**config.mk**
```make
export PLATFORM = sky130hd
export DESIGN_NAME = pulse_ctrl
export DESIGN_NICKNAME = d
export VERILOG_FILES = /design/src/rtl/pulse_ctrl_pkg.sv /design/src/rtl/pulse_ctrl_debounce.sv /design/src/rtl/pulse_ctrl.sv
export SDC_FILE = /design/constraint.sdc
export NUM_CORES = 1
export LEC_CHECK = 0
export ABC_AREA = 1
export BUFFER_PORTS_ARGS = -buffer_cell sky130_fd_sc_hd__buf_4
export CAP_MARGIN = 15
export CORE_MARGIN = 10
export CORE_UTILIZATION = 60
export CTS_BUF_LIST = sky130_fd_sc_hd__clkbuf_8
export CTS_CLUSTER_SIZE = 25
export DETAILED_ROUTE_END_ITERATION = 12
export GPL_ROUTABILITY_DRIVEN = 0
export GPL_TIMING_DRIVEN = 0
export MAX_ROUTING_LAYER = met4
export PLACE_DENSITY_LB_ADDON = 0.25
export SKIP_CTS_REPAIR_TIMING = 1
export SYNTH_ARGS = -nofsm -noshare
export SYNTH_HDL_FRONTEND = slang
export SYNTH_HIERARCHICAL = 1
export SYNTH_SLANG_ARGS = --single-unit
```
**constraint.sdc**
```tcl
create_clock -name iClk -period 1.6 [get_ports iClk]
set_input_delay 0.08 -clock iClk [delete_from_list [all_inputs] [get_ports iClk]]
set_output_delay 0.08 -clock iClk [all_outputs]
set_load 0.01 [all_outputs]
```
**src/rtl/pulse_ctrl_pkg.sv**
```systemverilog
// -----------------------------------------------------------------------------
// pulse_ctrl_pkg
// Shared constants and helpers for the multi-channel run/stop controller.
//   MODE_TOGGLE / MODE_HOLD : per-channel mode encodings (iMode bit values)
//   BTN_RELEASED            : level of an idle active-low push button
//   next_run()              : run-state update rule for one channel
// -----------------------------------------------------------------------------
package pulse_ctrl_pkg;

    localparam logic MODE_TOGGLE  = 1'b0;
    localparam logic MODE_HOLD    = 1'b1;
    localparam logic BTN_RELEASED = 1'b1;

    // Hold mode runs while the debounced button is low; toggle mode flips on
    // each press event and otherwise keeps its value.
    function automatic logic next_run(input logic i_mode,
                                      input logic i_level,
                                      input logic i_run,
                                      input logic i_press);
        logic w_res;
        if (i_mode == MODE_HOLD) begin
            w_res = ~i_level;
        end else begin
            w_res = i_run ^ i_press;
        end
        return w_res;
    endfunction

endpackage

```
**src/rtl/pulse_ctrl_debounce.sv**
```systemverilog
// -----------------------------------------------------------------------------
// button_debounce
// Two-flop synchronizer, stability counter and press detector for one
// asynchronous active-low push button.
//   i_clk    : system clock
//   i_rst_n  : asynchronous active-low reset
//   i_btn_n  : raw button (pressed = 0)
//   o_level  : debounced button level (released = 1)
//   o_press  : one-cycle pulse on an accepted 1->0 debounced transition
// A press is only reported once the button has been seen released after
// reset, so a button held through reset must be released and pressed again.
// -----------------------------------------------------------------------------
module button_debounce #(
    parameter int DEB_MAX = 50000
) (
    input  logic i_clk,
    input  logic i_rst_n,
    input  logic i_btn_n,
    output logic o_level,
    output logic o_press
);
    import pulse_ctrl_pkg::*;

    localparam int              CW       = $clog2(DEB_MAX + 1);
    localparam logic [CW-1:0]   CNT_LAST = CW'(DEB_MAX - 1);

    logic          r_sync1;
    logic          r_sync2;
    logic          r_level;
    logic          r_press;
    logic          r_armed;
    logic [1:0]    r_vld;
    logic [CW-1:0] r_cnt;
    logic          w_differ;
    logic          w_accept;

    // Level disagreement and acceptance once DEB_MAX disagreeing samples seen
    always_comb begin
        w_differ = (r_sync2 != r_level);
        w_accept = w_differ && (r_cnt == CNT_LAST);
    end

    // Two-flop synchronizer for the asynchronous button input
    always_ff @(posedge i_clk or negedge i_rst_n) begin
        if (!i_rst_n) begin
            r_sync1 <= BTN_RELEASED;
            r_sync2 <= BTN_RELEASED;
        end else begin
            r_sync1 <= i_btn_n;
            r_sync2 <= r_sync1;
        end
    end

    // Debounce counter, debounced level, press pulse and post-reset arming
    always_ff @(posedge i_clk or negedge i_rst_n) begin
        if (!i_rst_n) begin
            r_level <= BTN_RELEASED;
            r_cnt   <= '0;
            r_press <= 1'b0;
            r_vld   <= 2'b00;
            r_armed <= 1'b0;
        end else begin
            if (w_accept) begin
                r_level <= r_sync2;
                r_cnt   <= '0;
            end else if (w_differ) begin
                r_cnt   <= r_cnt + CW'(1);
            end else begin
                r_cnt   <= '0;
            end
            r_press <= w_accept && r_level && r_armed;
            // r_vld marks when the synchronizer holds real samples, not reset fill
            r_vld   <= {r_vld[0], 1'b1};
            r_armed <= r_armed | (r_vld[1] & r_sync2 & r_level);
        end
    end

    assign o_level = r_level;
    assign o_press = r_press;

endmodule

```
**src/rtl/pulse_ctrl.sv**
```systemverilog
// -----------------------------------------------------------------------------
// pulse_ctrl
// Multi-channel run/stop controller producing one-cycle clock-enable ticks.
//   iClk          : system clock
//   iRst_n        : asynchronous active-low reset
//   iStateTrigger : raw start/stop buttons, active-low, one per channel
//   iStep         : raw single-step buttons, active-low, one per channel
//   iMode         : per-channel mode, 0 = toggle, 1 = hold-to-run
//   iDiv          : shared prescaler divisor, strobe every iDiv+1 cycles
//   oTick         : registered one-cycle enable pulse per channel
//   oRunning      : registered run state per channel
// -----------------------------------------------------------------------------
module pulse_ctrl #(
    parameter int CHANNELS = 4,
    parameter int DIV_W    = 16,
    parameter int DEB_MAX  = 50000
) (
    input  logic                iClk,
    input  logic                iRst_n,
    input  logic [CHANNELS-1:0] iStateTrigger,
    input  logic [CHANNELS-1:0] iStep,
    input  logic [CHANNELS-1:0] iMode,
    input  logic [DIV_W-1:0]    iDiv,
    output logic [CHANNELS-1:0] oTick,
    output logic [CHANNELS-1:0] oRunning
);
    import pulse_ctrl_pkg::*;

    logic [CHANNELS-1:0] w_trig_level;
    logic [CHANNELS-1:0] w_trig_press;
    logic [CHANNELS-1:0] w_step_level_unused;
    logic [CHANNELS-1:0] w_step_press;

    logic [DIV_W-1:0]    r_cnt;
    logic                w_strobe;
    logic [CHANNELS-1:0] r_run;
    logic [CHANNELS-1:0] r_pend;
    logic [CHANNELS-1:0] w_run_nxt;
    logic [CHANNELS-1:0] w_pend_nxt;
    logic [CHANNELS-1:0] w_tick_nxt;

    for (genvar g = 0; g < CHANNELS; g++) begin : g_btn
        button_debounce #(.DEB_MAX(DEB_MAX)) u_trig (
            .i_clk   (iClk),
            .i_rst_n (iRst_n),
            .i_btn_n (iStateTrigger[g]),
            .o_level (w_trig_level[g]),
            .o_press (w_trig_press[g])
        );
        button_debounce #(.DEB_MAX(DEB_MAX)) u_step (
            .i_clk   (iClk),
            .i_rst_n (iRst_n),
            .i_btn_n (iStep[g]),
            .o_level (w_step_level_unused[g]),
            .o_press (w_step_press[g])
        );
    end

    // Comparing with >= makes a lowered divisor wrap immediately
    always_comb begin
        w_strobe = (r_cnt >= iDiv);
    end

    // Shared prescaler counter
    always_ff @(posedge iClk or negedge iRst_n) begin
        if (!iRst_n) begin
            r_cnt <= '0;
        end else if (w_strobe) begin
            r_cnt <= '0;
        end else begin
            r_cnt <= r_cnt + DIV_W'(1);
        end
    end

    // Per-channel next run, step-pending and tick values
    always_comb begin
        w_run_nxt  = r_run;
        w_pend_nxt = r_pend;
        w_tick_nxt = '0;
        for (int i = 0; i < CHANNELS; i++) begin
            w_tick_nxt[i] = w_strobe && (r_run[i] || r_pend[i]);
            w_run_nxt[i]  = next_run(iMode[i], w_trig_level[i], r_run[i], w_trig_press[i]);
            // Running cancels a pending step; a simultaneous start/stop press
            // discards the step; a pending step is consumed by a strobe.
            if (r_run[i]) begin
                w_pend_nxt[i] = 1'b0;
            end else if (w_step_press[i] && !w_trig_press[i]) begin
                w_pend_nxt[i] = 1'b1;
            end else if (w_strobe) begin
                w_pend_nxt[i] = 1'b0;
            end else begin
                w_pend_nxt[i] = r_pend[i];
            end
        end
    end

    // Run/pending state and registered outputs
    always_ff @(posedge iClk or negedge iRst_n) begin
        if (!iRst_n) begin
            r_run    <= '0;
            r_pend   <= '0;
            oTick    <= '0;
            oRunning <= '0;
        end else begin
            r_run    <= w_run_nxt;
            r_pend   <= w_pend_nxt;
            oTick    <= w_tick_nxt;
            oRunning <= r_run;
        end
    end

endmodule

```
==> impl_metrics.ini <==
[run_status]
status = finished, violations left
violations = setup timing

[clocking]
cts.path.max_buffers = 3
cts_root_buf = clkbuf_8
htreeDepth = 2
cts_inserted_buffers = 38
clk_latency_ns = 0.54
clk_pin_slew_ns = 0.06
cts.sinks = 216
cts_tree = done

[global_route]
antenna_found_initial = 0
grt_remaining_overflow = 0
grt_max_degree = 77
grt_pass1_vias = 8665
grt_util_met2 = 0.290
grt_pass1_wl_um = 37100
grtUsageMet1 = 0.218
grt_usage = 0.179
grt_util_met3 = 0.0370
grt-busiest-layer = met2

[cells_and_area]
area_growth_pct = 16.9
antennaDiodeCount = 0
drive_gt1_frac = 0.240
stdcell_count = 1758
layout_common_cells = nand2_1 (306), nor2_1 (215), dfrtp_1 (190)
nets = 1549
final_common_cell = nand2_1
final_area_sq_um = 13400
final_util = 0.714

[route]
antenna_left = 0
routed_via_density = 5.14
avgRoutedWirePerCell_um = 12.5
route.detailed.drc = 0
vias = 9030
wl_um = 22000
drt-initial-drc-count = 522
firstDrtPassIters = 4

[power_and_ir_drop]
ir_worst_vdd_v = 0.000684
total_power_mw = 12.9
power_density_nw_per_um2 = 963
p_leak_nw = 5.97

[hold_path]
hp-class = input port to async pin

[timing]
setup_viol = 24
worstMarginPinSlew_ns = 0.518
slew_headroom = 0.655
fin_crit_sh = 1.08
grt_setup_unrepaired = true
fin_ws_ns = -0.134
max_freq_mhz = 577
hold_ws_ns = 0.0812
setup_tns_ns = -1.97
finClkSkew_ns = 0.0246
min_period_ns = 1.73
slew_violations = 0
hold_viol = 0

[floorplan]
coreArea_sq_um = 18800
die_area_sq_um = 25000
fp.dieW_um = 158
fp.dieH_um = 158
io_pins = 38
initial_core_util = 0.611
rows = 50

[critical_path]
path_class = flip-flop to flip-flop
worst-endpoint-required_ns = 2.05
crit_fanout = 5
worstPathArrival_ns = 2.18
endpoint_kind = flip-flop
cp-start-kind = flip-flop

[placed_design]
io_buffer_count = 37
place_hpwl_um = 14800
pre_cts_ws_ns = -0.213
place_inst = 1658
place_area_sq_um = 12100

[job]
max-cap-violations = 0

[synthesis]
ys_seq_elements = 216
synth_cells = 1385
synth.distinct_cells = 33
seq_area_frac_synth = 0.474
yosysWarnings = 6
netlist_area_sq_um = 11500
syn_nets = 1440
syn_area_per_cell_sq_um = 8.28
## critical path, cell delays in order, from the launching register on
cell	delay [ns]
dfrtp_1	0.38
inv_1	0.06
ha_1	0.27
nand2_1	0.06
nor2_1	0.04
nor2_1	0.12
nand2_1	0.09
nand2_1	0.08
nand2_2	0.08
nand2_4	0.12
nand2_8	0.08
buf_8	0.15
nor2_1	0.12
## logic make-up after synthesis
group           count (synthesis)  share of synthesized area
other cells                     8                    0.00262
flops                         216                      0.474
simple gates                  824                      0.345
mux                             4                    0.00349
compound gates                 71                     0.0418
fa+ha+maj                      25                     0.0273
xor+xnor                       58                     0.0443
buf+inv                       179                     0.0619
## power by group
group          internal (mW)  leakage, nW  switching (mW)
sequential              5.74         2.81           0.273
clock                   2.90        0.458            2.23
combinational          0.777         2.70           0.984
total                   9.42         5.97            3.49
## sequential cells by signal, indices dropped and copies added (netlist names), 8 cells and up
signal	flops
g_btn.u_step/r_cnt	64
r_cnt	16
g_btn.u_trig/r_vld	8
g_btn.u_step/r_vld	8
g_btn.u_trig/r_cnt	64
## area by class of cell
class | instances | area [sq um]
plain buffers | 9 | 75.1
clock buffers | 45 | 619
clock inverters | 25 | 164
fillers | 1411 | 5370
inverters | 170 | 646
multi-input cells | 990 | 5540
flip-flops and latches | 216 | 5440
well taps | 234 | 293
repair buffers | 69 | 632
## cell usage after synthesis
master,count,share of area
xor2_1,21,0.016
a31oi_1,1,0.00055
nor2_8,1,0.0017
buf_6,1,0.00098
nand2_4,1,0.00098
mux2i_1,4,0.0035
nand2_1,310,0.10
a31o_2,8,0.0061
inv_1,135,0.044
a21oi_1,28,0.012
o21a_1,1,0.00065
o21bai_2,8,0.0079
nand3_1,103,0.045
nor2_2,51,0.028
inv_2,35,0.011
nor2_4,17,0.017
o21ai_1,9,0.0039
dfstp_2,24,0.055
conb_1,8,0.0026
nand2_2,51,0.028
xnor2_1,37,0.028
nor2_1,221,0.072
nor3_1,4,0.0017
dfrtp_1,192,0.42
nand3_2,9,0.0079
nand3_4,9,0.014
ha_1,25,0.027
buf_4,8,0.0052
nor3b_4,1,0.0016
nor3b_2,1,0.0011
nand4_1,44,0.024
o21bai_1,16,0.010
nor3_2,1,0.00087
## routing by layer
metal	routed length, um	part of all wire	up-vias
li1	-	-	4583
met1	10200	0.47	4283
met2	10600	0.48	128
met3	749	0.034	36
met4	386	0.018	0
met5	0	0	-
## worst paths after layout
check / startpoint / end / slack, ns / depth (start not counted)
min in group iClk: iStep[1] / g_btn[1].u_step/r_sync1$_DFF_PN1_ / 0.19 / 2
max in group asynchronous: iRst_n / g_btn[2].u_step/r_sync1$_DFF_PN1_ / 0.37 / 4
min: iRst_n / r_cnt[0]$_DFF_PN0_ / 0.08 / 2
min reg2reg: g_btn[0].u_trig/r_vld[0]$_DFF_PN0_ / g_btn[0].u_trig/r_vld[1]$_DFF_PN0_ / 0.35 / 0
max: r_cnt[0]$_DFF_PN0_ / r_cnt[12]$_DFF_PN0_ / -0.13 / 12
max reg2reg: r_cnt[0]$_DFF_PN0_ / r_cnt[12]$_DFF_PN0_ / -0.13 / 12
No activity file was read; power rests on OpenSTA's default activity.
